<file path="config.mk">
export PLATFORM = sky130hd
export DESIGN_NAME = cell_exerciser
export DESIGN_NICKNAME = d
export VERILOG_FILES = /design/src/rtl/cell_exerciser.sv
export SDC_FILE = /design/constraint.sdc
export NUM_CORES = 1
export LEC_CHECK = 0
export CAP_MARGIN = 20
export CORE_ASPECT_RATIO = 0.75
export CORE_UTILIZATION = 49
export CTS_CLUSTER_SIZE = 8
export DETAILED_ROUTE_END_ITERATION = 10
export GPL_TIMING_DRIVEN = 0
export PLACE_DENSITY = 0.78
export SKIP_LAST_GASP = 1
export SYNTH_ARGS = -nofsm -noshare
export SYNTH_HDL_FRONTEND = slang
export SYNTH_SLANG_ARGS = --single-unit
</file>
<file path="constraint.sdc">
create_clock -name clk -period 3 [get_ports clk]
set_input_delay 0.6 -clock clk [delete_from_list [all_inputs] [get_ports clk]]
set_output_delay 0.6 -clock clk [all_outputs]
set_load 0.005 [all_outputs]
</file>
<file path="src/rtl/cell_exerciser.sv">
// Exhaustive truth-table checker for a combinational cell of up to six inputs.
// Optional first-failing-vector capture: define CELL_EXER_FIRST_FAIL_EN.
module cell_exerciser #(
    parameter int unsigned N_IN   = 4,
    parameter int unsigned SETTLE = 2,
    parameter int unsigned CNT_W  = 8
) (
    input  logic                 clk,
    input  logic                 rst,
    input  logic                 start,
    input  logic                 abort,
    input  logic [2**N_IN-1:0]   tt,
    output logic [N_IN-1:0]      vec_out,
    input  logic                 cell_out,
    output logic                 busy,
    output logic                 done,
    output logic [CNT_W-1:0]     err_cnt,
    output logic                 fail,
    output logic [N_IN-1:0]      first_fail_vec
);

    localparam int unsigned     DEPTH       = 2**N_IN;
    localparam int unsigned     SW          = (SETTLE > 1) ? $clog2(SETTLE) : 1;
    localparam logic [SW-1:0]   SETTLE_LAST = SW'(SETTLE - 1);
    localparam logic [N_IN-1:0] VEC_LAST    = '1;

    typedef enum logic [1:0] {IDLE, DRIVE, SAMPLE, FIN} state_t;

    state_t           state, state_next;
    logic [DEPTH-1:0] snap;
    logic [SW-1:0]    settle_cnt;
    logic             load, cmp_en, vec_step, vec_clr, settle_inc;
    logic             mismatch;

    assign mismatch = (cell_out != snap[vec_out]);

    always_ff @(posedge clk or posedge rst) begin
        if (rst) begin
            state <= IDLE;
        end else begin
            state <= state_next;
        end
    end

    always_comb begin
        state_next = state;
        load       = 1'b0;
        cmp_en     = 1'b0;
        vec_step   = 1'b0;
        vec_clr    = 1'b0;
        settle_inc = 1'b0;
        case (state)
            IDLE: begin
                if (start) begin
                    load       = 1'b1;
                    state_next = DRIVE;
                end
            end
            DRIVE: begin
                if (abort) begin
                    vec_clr    = 1'b1;
                    state_next = IDLE;
                end else if (settle_cnt == SETTLE_LAST) begin
                    state_next = SAMPLE;
                end else begin
                    settle_inc = 1'b1;
                end
            end
            SAMPLE: begin
                // The compare is taken even when aborting this cycle.
                cmp_en = 1'b1;
                if (abort) begin
                    vec_clr    = 1'b1;
                    state_next = IDLE;
                end else if (vec_out == VEC_LAST) begin
                    state_next = FIN;
                end else begin
                    vec_step   = 1'b1;
                    state_next = DRIVE;
                end
            end
            FIN: begin
                state_next = IDLE;
            end
            default: begin
                state_next = IDLE;
            end
        endcase
    end

    always_ff @(posedge clk or posedge rst) begin
        if (rst) begin
            snap       <= '0;
            settle_cnt <= '0;
            vec_out    <= '0;
            err_cnt    <= '0;
        end else if (load) begin
            snap       <= tt;
            settle_cnt <= '0;
            vec_out    <= '0;
            err_cnt    <= '0;
        end else begin
            if (settle_inc) begin
                settle_cnt <= settle_cnt + 1'b1;
            end
            if (vec_step) begin
                vec_out    <= vec_out + 1'b1;
                settle_cnt <= '0;
            end
            if (vec_clr) begin
                vec_out <= '0;
            end
            if (cmp_en && mismatch && (err_cnt != '1)) begin
                err_cnt <= err_cnt + 1'b1;
            end
        end
    end

`ifdef CELL_EXER_FIRST_FAIL_EN
    // err_cnt saturates rather than wrapping, so zero means no mismatch yet this run.
    always_ff @(posedge clk or posedge rst) begin
        if (rst) begin
            first_fail_vec <= '0;
        end else if (load) begin
            first_fail_vec <= '0;
        end else if (cmp_en && mismatch && (err_cnt == '0)) begin
            first_fail_vec <= vec_out;
        end
    end
`else
    assign first_fail_vec = '0;
`endif

    assign busy = (state != IDLE);
    assign done = (state == FIN);
    assign fail = |err_cnt;

endmodule

</file>
Word-level counts from Yosys, hierarchy flattened
Cells that the tools add are included.
- register bits: 31
- input port bits: 21
- output and inout bits: 19
- logic and storage cells: 54
- $add $sub $neg: 3
- $lt $le $gt $ge: 1
- eq/ne operators: 8
- mux-type cells: 27
- reductions and logical operators: 10
- operator list (kind ; number):
    8-bit two-way mux ; 2
    1-bit two-way mux ; 15
    4-bit two-way mux ; 3
    2-bit two-way mux ; 5
    8-bit by 1-bit adder with 8-bit output, second input constant ; 1
    8-bit != test, second input constant ; 1
    2-bit case mux with 4 select lines ; 1
    8-bit OR reduction ; 1
    3-bit nonzero test ; 2
    4-bit by 5-bit less-than comparator with 1-bit output, second input constant ; 1
    4-bit by 1-bit adder with 4-bit output, second input constant ; 1
    1-bit binary-select mux with 4-bit select ; 1
    2-bit equality test, second input constant ; 2
    4-bit equality test, second input constant ; 1
    2-bit nonzero test ; 2
    3-bit != test, second input constant ; 1
    2-bit by 1-bit equality test with 1-bit output, second input constant ; 1
    1-bit logical AND ; 2
    2-bit logical NOT ; 1
    2-bit != test, second input constant ; 1
    2-bit AND reduction ; 1
    2-bit OR reduction ; 1
    1-bit adder, second input constant ; 1
    1-bit != test ; 1

Longest topological paths before layout
Gate-level depths: netlist (run 1).
- word-level depth: 7
- depth in mapped cells: 8
- mapped depth without buffers: 7

Worst setup path after synthesis (run 1)
No wires, ideal clock.
- path kind: reg2reg
- from: register vec_out[2]
- to: register err_cnt[3]
- setup time: 0.078 ns
- arrival time: 2.331 ns
- data required time: 2.922 ns
- path slack: 0.591 ns
- stages on the path, launching flop included: 7
- buffers on the path: 1
- clock period less this slack: 2.409 ns
- cell sequence: dfrtp_1 -> buf_6 -> mux4_2 -> mux4_2 -> xnor2_2 -> or4_1 -> a21oi_1
- cells in the longest elaborated chain, start to end: 6
- ends and longest elaborated chain (what ; line ; text):
    start: declaration ; 13 ; output logic [N_IN-1:0] vec_out,
    start signal: assignment ; 107 ; vec_out <= vec_out + 1'b1;
    1-bit binary-select mux with 4-bit select ; 35 ; assign mismatch = (cell_out != snap[vec_out]);
    1-bit two-way mux (not written as such) ; 35 ;
    1-bit != test ; 35 ;
    1-bit logical AND (2 in series) ; 113 ; if (cmp_en && mismatch && (err_cnt != '1)) begin
    2-bit nonzero test (no line) ; -- ;
    end signal: assignment ; 114 ; err_cnt <= err_cnt + 1'b1;
    end: declaration ; 17 ; output logic [CNT_W-1:0] err_cnt,
Every way passes these cells. The select of a mux whose other input is x is not followed.
A chain may end at the register's enable or synchronous reset.

Worst setup path in the final report (run 1)
- from: register vec_out[3]
- to: register err_cnt[3]
Same word-level chain as after synthesis.

==> results of run 1 <==
-- synthesized netlist by cell type (2+ instances only) --
cell / number
ha_1: 8
nand3_1: 7
nor3_1: 5
nor2_1: 5
and2_1: 4
buf_4: 4
a31oi_1: 4
clkbuf_1: 7
a21oi_1: 5
mux4_2: 5
nand4_1: 3
nor4b_1: 2
o21ai_0: 5
and3_1: 3
inv_1: 9
nand2_1: 57
dfrtp_1: 31
-- metal layers --
| layer | global-route usage, % | part of all wire (%) | wire, um | vias to the layer above |
|---|---|---|---|---|
| li1 | - | - | - | 712 |
| met1 | 28.34 | 49 | 1706 | 656 |
| met2 | 36.22 | 46 | 1622 | 36 |
| met3 | 6.476 | 3.7 | 129 | 4 |
| met4 | 10.00 | 1.2 | 42 | 0 |
| met5 | 0 | 0 | 0 | - |
-- metrics by stage --
step	setup WS (ns)	cell area, um^2
2_1_floorplan	0.5907	1715
3_3_place_gp	0.4831	2116
3_5_place_dp	0.4294	2143
4_1_cts	0.4012	2256
5_1_grt	0.2804	2256
6_report	0.4126	2256
-- critical path, delay by kind of cell (launching register included) --
family          cells  cell delay (ns)
mux                 2             0.92
simple gates        1             0.51
buf+inv             1             0.37
flops               1             0.34
xor+xnor            1             0.21
compound gates      1             0.15
-- sequential cells by signal (all words and copies together), names as in the netlist --
name	cells
snap	16
err_cnt	8
vec_out	4
state	2
settle_cnt	1
-- path summary, 6_finish.rpt --
kind,end,start,cells past startpoint
setup / recovery,err_cnt[3],vec_out[3],6
min in group asynchronous,settle_cnt,rst,2
max in group asynchronous,err_cnt[2],rst,3
setup reg to reg,err_cnt[3],vec_out[3],6
hold reg to reg,snap[11],snap[11],2
hold / removal,snap[11],snap[11],2
-- cells by family (layout without fill, tap and decap cells) --
| logic type | count (synthesis) | after routing | synth area share, % |
|---|---|---|---|
| other | 1 | 4 | 0.2201 |
| xor gates and xnor gates | 4 | 4 | 2.938 |
| adders and majority gates | 8 | 8 | 5.874 |
| buffers and inverters | 21 | 65 | 5.947 |
| DFF | 31 | 31 | 45.52 |
| AOI/OAI and AO/OA | 22 | 22 | 8.590 |
| and+or+nand+nor | 90 | 90 | 23.72 |
| muxes | 6 | 6 | 7.195 |
-- layout make-up --
class,instances,share of cell area [%]
Multi-Input combinational cell,134,37.16
Sequential cell,31,34.39
Timing Repair Buffer,36,16.75
Clock buffer,5,3.050
Buffer,12,2.995
Tap cell,40,2.219
Clock inverter,3,1.941
Inverter,9,1.498
-- power by group --
part           internal [mW]  switching (mW)
combinational          0.274           0.339
sequential             0.551          0.0830
clock                  0.247           0.161
==> metrics.txt, run 1 <==
outcome finished, final reports clean; total wire length 3.500 mm; ANT nets after route 0; Mapped Cells 183; RSZ-0062 raised after global routing false; die extent in y 53.07 um; core area 3311 um^2; Die Area 3720 um^2; CTS max path bufs 2; most frequent cells in the layout nand2_1 (57), clkdlybuf4s50_1 (35), dfrtp_1 (31); htree depth 2; FF+latch count, synth 31; worst stage delay on the critical path 0.55 ns; Starting Density 51.47%; Worst-path clk slew 0.07 ns; root buffer cell clkbuf_8; layout cells sized above 1 9.565%; total power per unit cell area 734.0 nW/um^2; Yosys Warn Count 0; Max VDD drop 0.4880 mV; global-route wire length before repair 6.072 mm; cell taking the most area after synthesis dfrtp_1; maximum capacitance violations 0; Num CTS Buffers 5; Total GRT Usage 22.39%; most numerous cell on the critical path mux4_2; vias in the first global route 1316; Distinct cells, synth 36; setup TNS 0 ns; nets 258; Placed Instances 262; EDFF count, synth 0; largest net degree at the start of global routing 23; final worst path period share 86.25%; kind of critical path flop to flop; # rows 18; input/output buffers 35; half-perimeter wire length after placement 2.555 mm; Post-route DRC 0; Seq/Total Area, Yosys 45.52%; FMAX 386.5 MHz; Die Span X 70.10 um; # IOs 40; CP arrival 2.79 ns; CTS tree done; ys async rst share 100.0%; max-slew violations 0; Worst Skew 0.006412 ns; top-area cell type share of the netlist area 45.52%; Syn Area/Cell 9.312 um^2; CP Max Fanout 8; hold_ws 0.4735 ns; wire per inst 12.96 um; Vias/cell 5.215; end-of-flow core utilization 68.14%; slowest stage cell, crit path mux4_2; Seq. cell area 775.7 um^2; Total Power 1.656 mW; CP Launch Type flop; Hold Vio Cnt, Final 0; Area contributors post-synth dfrtp_1 (46%), nand2_1 (13%), mux4_2 (6.6%); crit-path cells clkbuf_1 > mux4_2 > mux4_2 > xnor2_2 > or4_1 > a21oi_1; Final setup violation count 0; Mapped Area 1704 um^2; # diodes 0; Finished Layout Cells 270; ys flop type dfrtp_1; commonest non-fill, non-tap cell in the layout nand2_1; DRT Pass-1 Iters 6; initial antenna violation count 0; Congestion Overflow GR 0; Skew-Pair Late Insertion Delay 0.28 ns; flop2flop setup slack 0.41 ns; PostCTS Resize Cnt 0; total setup buffers inserted after CTS 0; initial DRC count 127; min Tclk post-route 2.587 ns; hold-fix buffer count after cts 0; Tightest Hold Check Type flop to flop; Req. time, crit path 3.20 ns; CTS Sinks 31; Synth-to-Final Area Change 32.38%; routability congestion estimate 0.7654; CP endpoint kind flop; fillers 272; leakage dissipation 1.047 nW; Vias 1408; Multi-input gate area 838.3 um^2
(Power assumes the default switching activity.)
==> run 2, diff against run 1 <==
Settings changed: ABC_AREA set to 0.
==> results of run 2 <==
No change in the layout: final DEF, timing and power equal those of run 1.
==> run 3, diff against run 2 <==
Settings changed: ABC_CLOCK_PERIOD_IN_PS set to 3000, PLACE_DENSITY 0.78 to 0.79.
==> run 3 against run 2 <==
Via count is 0.21% lower; sequential cell count stayed put; final cell count stayed put; worst setup slack better by 0.014 ns; sequential power is 0.6% higher; wire length is 1.7% lower; power is 0.99% higher; largest cell class unchanged.
==> metrics.txt, run 3 (synthesis results as in run 1) <==
wire per inst 12.75 um (was 12.96 um); critical path's top delay family multiplexers (unchanged); max-slew violations 0 (unchanged); Worst Skew 0.006236 ns (was 0.006412 ns); biggest regs snap: 16 flops, err_cnt: 8 flops, vec_out: 4 flops (unchanged); routability congestion estimate 0.7966 (was 0.7654); Num CTS Buffers 5 (unchanged); Post-route DRC 0 (unchanged); hold-fix buffer count after cts 0 (unchanged); min Tclk post-route 2.573 ns (was 2.587 ns); Worst-Margin Slew 0.6332 ns; Tightest Hold Check Type flop to flop (unchanged); slowest stage cell, crit path mux4_2 (unchanged); total setup buffers inserted after CTS 0 (unchanged); Total GRT Usage 22.13% (was 22.39%); final worst path period share 85.78% (was 86.25%); crit-path cells clkbuf_1 > mux4_2 > mux4_2 > xnor2_2 > or4_1 > a21oi_1 (unchanged); Vias/cell 5.204 (was 5.215); Max-slew headroom 57.74%; core area 3311 um^2 (unchanged); Clock power frac 25.1% (was 24.6%); kind of critical path flop to flop (unchanged); root buffer cell clkbuf_8 (unchanged); Hold Vio Cnt, Final 0 (unchanged); Req. time, crit path 3.20 ns (about the same); FMAX 388.6 MHz (was 386.5 MHz); # IOs 40 (unchanged); DRT Pass-1 Iters 4 (was 6); global-route wire length before repair 6.092 mm (was 6.072 mm); CP Max Fanout 8 (unchanged); CP Buf/Inv Count 1 (unchanged); CTS max path bufs 2 (unchanged); leakage dissipation 1.051 nW (was 1.047 nW); nets 258 (unchanged); Worst-path clk slew 0.06 ns (was 0.07 ns); largest register by flop count snap (unchanged); Comb pwr share 36.7% (was 37.1%); commonest non-fill, non-tap cell in the layout nand2_1 (unchanged); vias in the first global route 1336 (was 1316); CP arrival 2.78 ns (was 2.79 ns); most frequent cells in the layout nand2_1 (57), clkdlybuf4s50_1 (35), dfrtp_1 (31) (unchanged); maximum capacitance violations 0 (unchanged); outcome finished, final reports clean (unchanged); flop2flop setup slack 0.43 ns (was 0.41 ns); ANT nets after route 0 (unchanged); PostCTS Resize Cnt 0 (unchanged); die extent in y 53.07 um (unchanged); Die Area 3720 um^2 (unchanged); RSZ-0062 raised after global routing false (unchanged); initial DRC count 129 (was 127); Starting Density 51.47% (unchanged); # rows 18 (unchanged); CP endpoint kind flop (unchanged); setup TNS 0 ns (unchanged); Vias 1405 (was 1408); max reg flops 16 (unchanged); CP Launch Type flop (unchanged); total power per unit cell area 739.5 nW/um^2 (was 734.0 nW/um^2); most numerous cell on the critical path mux4_2 (unchanged); htree depth 2 (unchanged); Synth-to-Final Area Change 32.67% (was 32.38%); input/output buffers 35 (unchanged); P_sw 0.5776 mW (was 0.5834 mW); Seq pwr share 38.2% (was 38.3%); largest net degree at the start of global routing 19 (was 23); layout cells sized above 1 9.565% (unchanged); Total Power 1.672 mW (was 1.656 mW); Die Span X 70.10 um (unchanged); CTS Sinks 31 (unchanged); half-perimeter wire length after placement 2.595 mm (was 2.555 mm); CTS tree done (unchanged); Final setup violation count 0 (unchanged); Congestion Overflow GR 0 (unchanged); initial antenna violation count 0 (unchanged); worst stage delay on the critical path 0.55 ns (about the same); total wire length 3.442 mm (was 3.500 mm); Max VDD drop 0.3934 mV (was 0.4880 mV); # diodes 0 (unchanged); P_int 1.094 mW (was 1.072 mW); switching share of power 34.54% (was 35.23%); Skew-Pair Late Insertion Delay 0.28 ns (about the same)
## run 3: area by class of cell
type | instances | area, um^2
plain buffers | 12 | 67.56
repair buffers | 36 | 377.9
multi-input cells | 134 | 838.3
inverters | 9 | 33.78
clock inverters | 2 | 35.03
flip-flops and latches | 31 | 775.7
clock buffers | 6 | 82.58
well taps | 40 | 50.05
fillers | 284 | 1050
## run 3: worst paths after layout
| kind | from | endpoint | cells after the start |
|---|---|---|---|
| worst min-delay path | snap[12] | snap[12] | 2 |
| worst max register to register | vec_out[3] | err_cnt[3] | 6 |
| worst max-delay path | vec_out[3] | err_cnt[3] | 6 |
| max in group asynchronous | rst | err_cnt[1] | 3 |
| worst min register to register | snap[12] | snap[12] | 2 |
| min in group asynchronous | rst | vec_out[0] | 2 |
## run 3: per-stage QoR
stage               instance area [um^2]  util, %  worst slack, ns  hold WS, ns  cells
floorplan                           1715        -           0.5907       0.4403    186
global placement                    2116    63.91           0.4810       0.4531    261
detailed placement                  2143    64.74           0.4373       0.4607    262
CTS                                 2261    68.29           0.4146       0.4785    270
global route                        2261    68.29           0.3188       0.5136    270
finish                              2261    68.29           0.4265       0.4739    270
## run 3: power by group through the flow
stage / Combinational (mW) / Sequential [mW] / Clock (mW)
after floorplan: 0.427 / 0.616 / 0
after global placement: 0.596 / 0.636 / 0
after detailed placement: 0.615 / 0.644 / 0
after CTS: 0.618 / 0.639 / 0.428
after global routing: 0.710 / 0.656 / 0.454
final: 0.613 / 0.638 / 0.420
## run 3: layer usage
metal / routed length (um) / vias to the layer above / GRT usage [%] / part of all wire [%]
met2: 1575 / 47 / 35.90 / 46
li1: - / 710 / - / -
met1: 1612 / 642 / 28.73 / 47
met4: 49 / 0 / 9.667 / 1.4
met5: 0 / - / 0 / 0
met3: 204 / 6 / 5.333 / 5.9
## run 3: worst register-to-register path: stages (launching register included)
cell,delay [ns]
dfrtp_1,0.34
clkbuf_1,0.35
mux4_2,0.38
mux4_2,0.55
xnor2_2,0.21
or4_1,0.51
a21oi_1,0.15
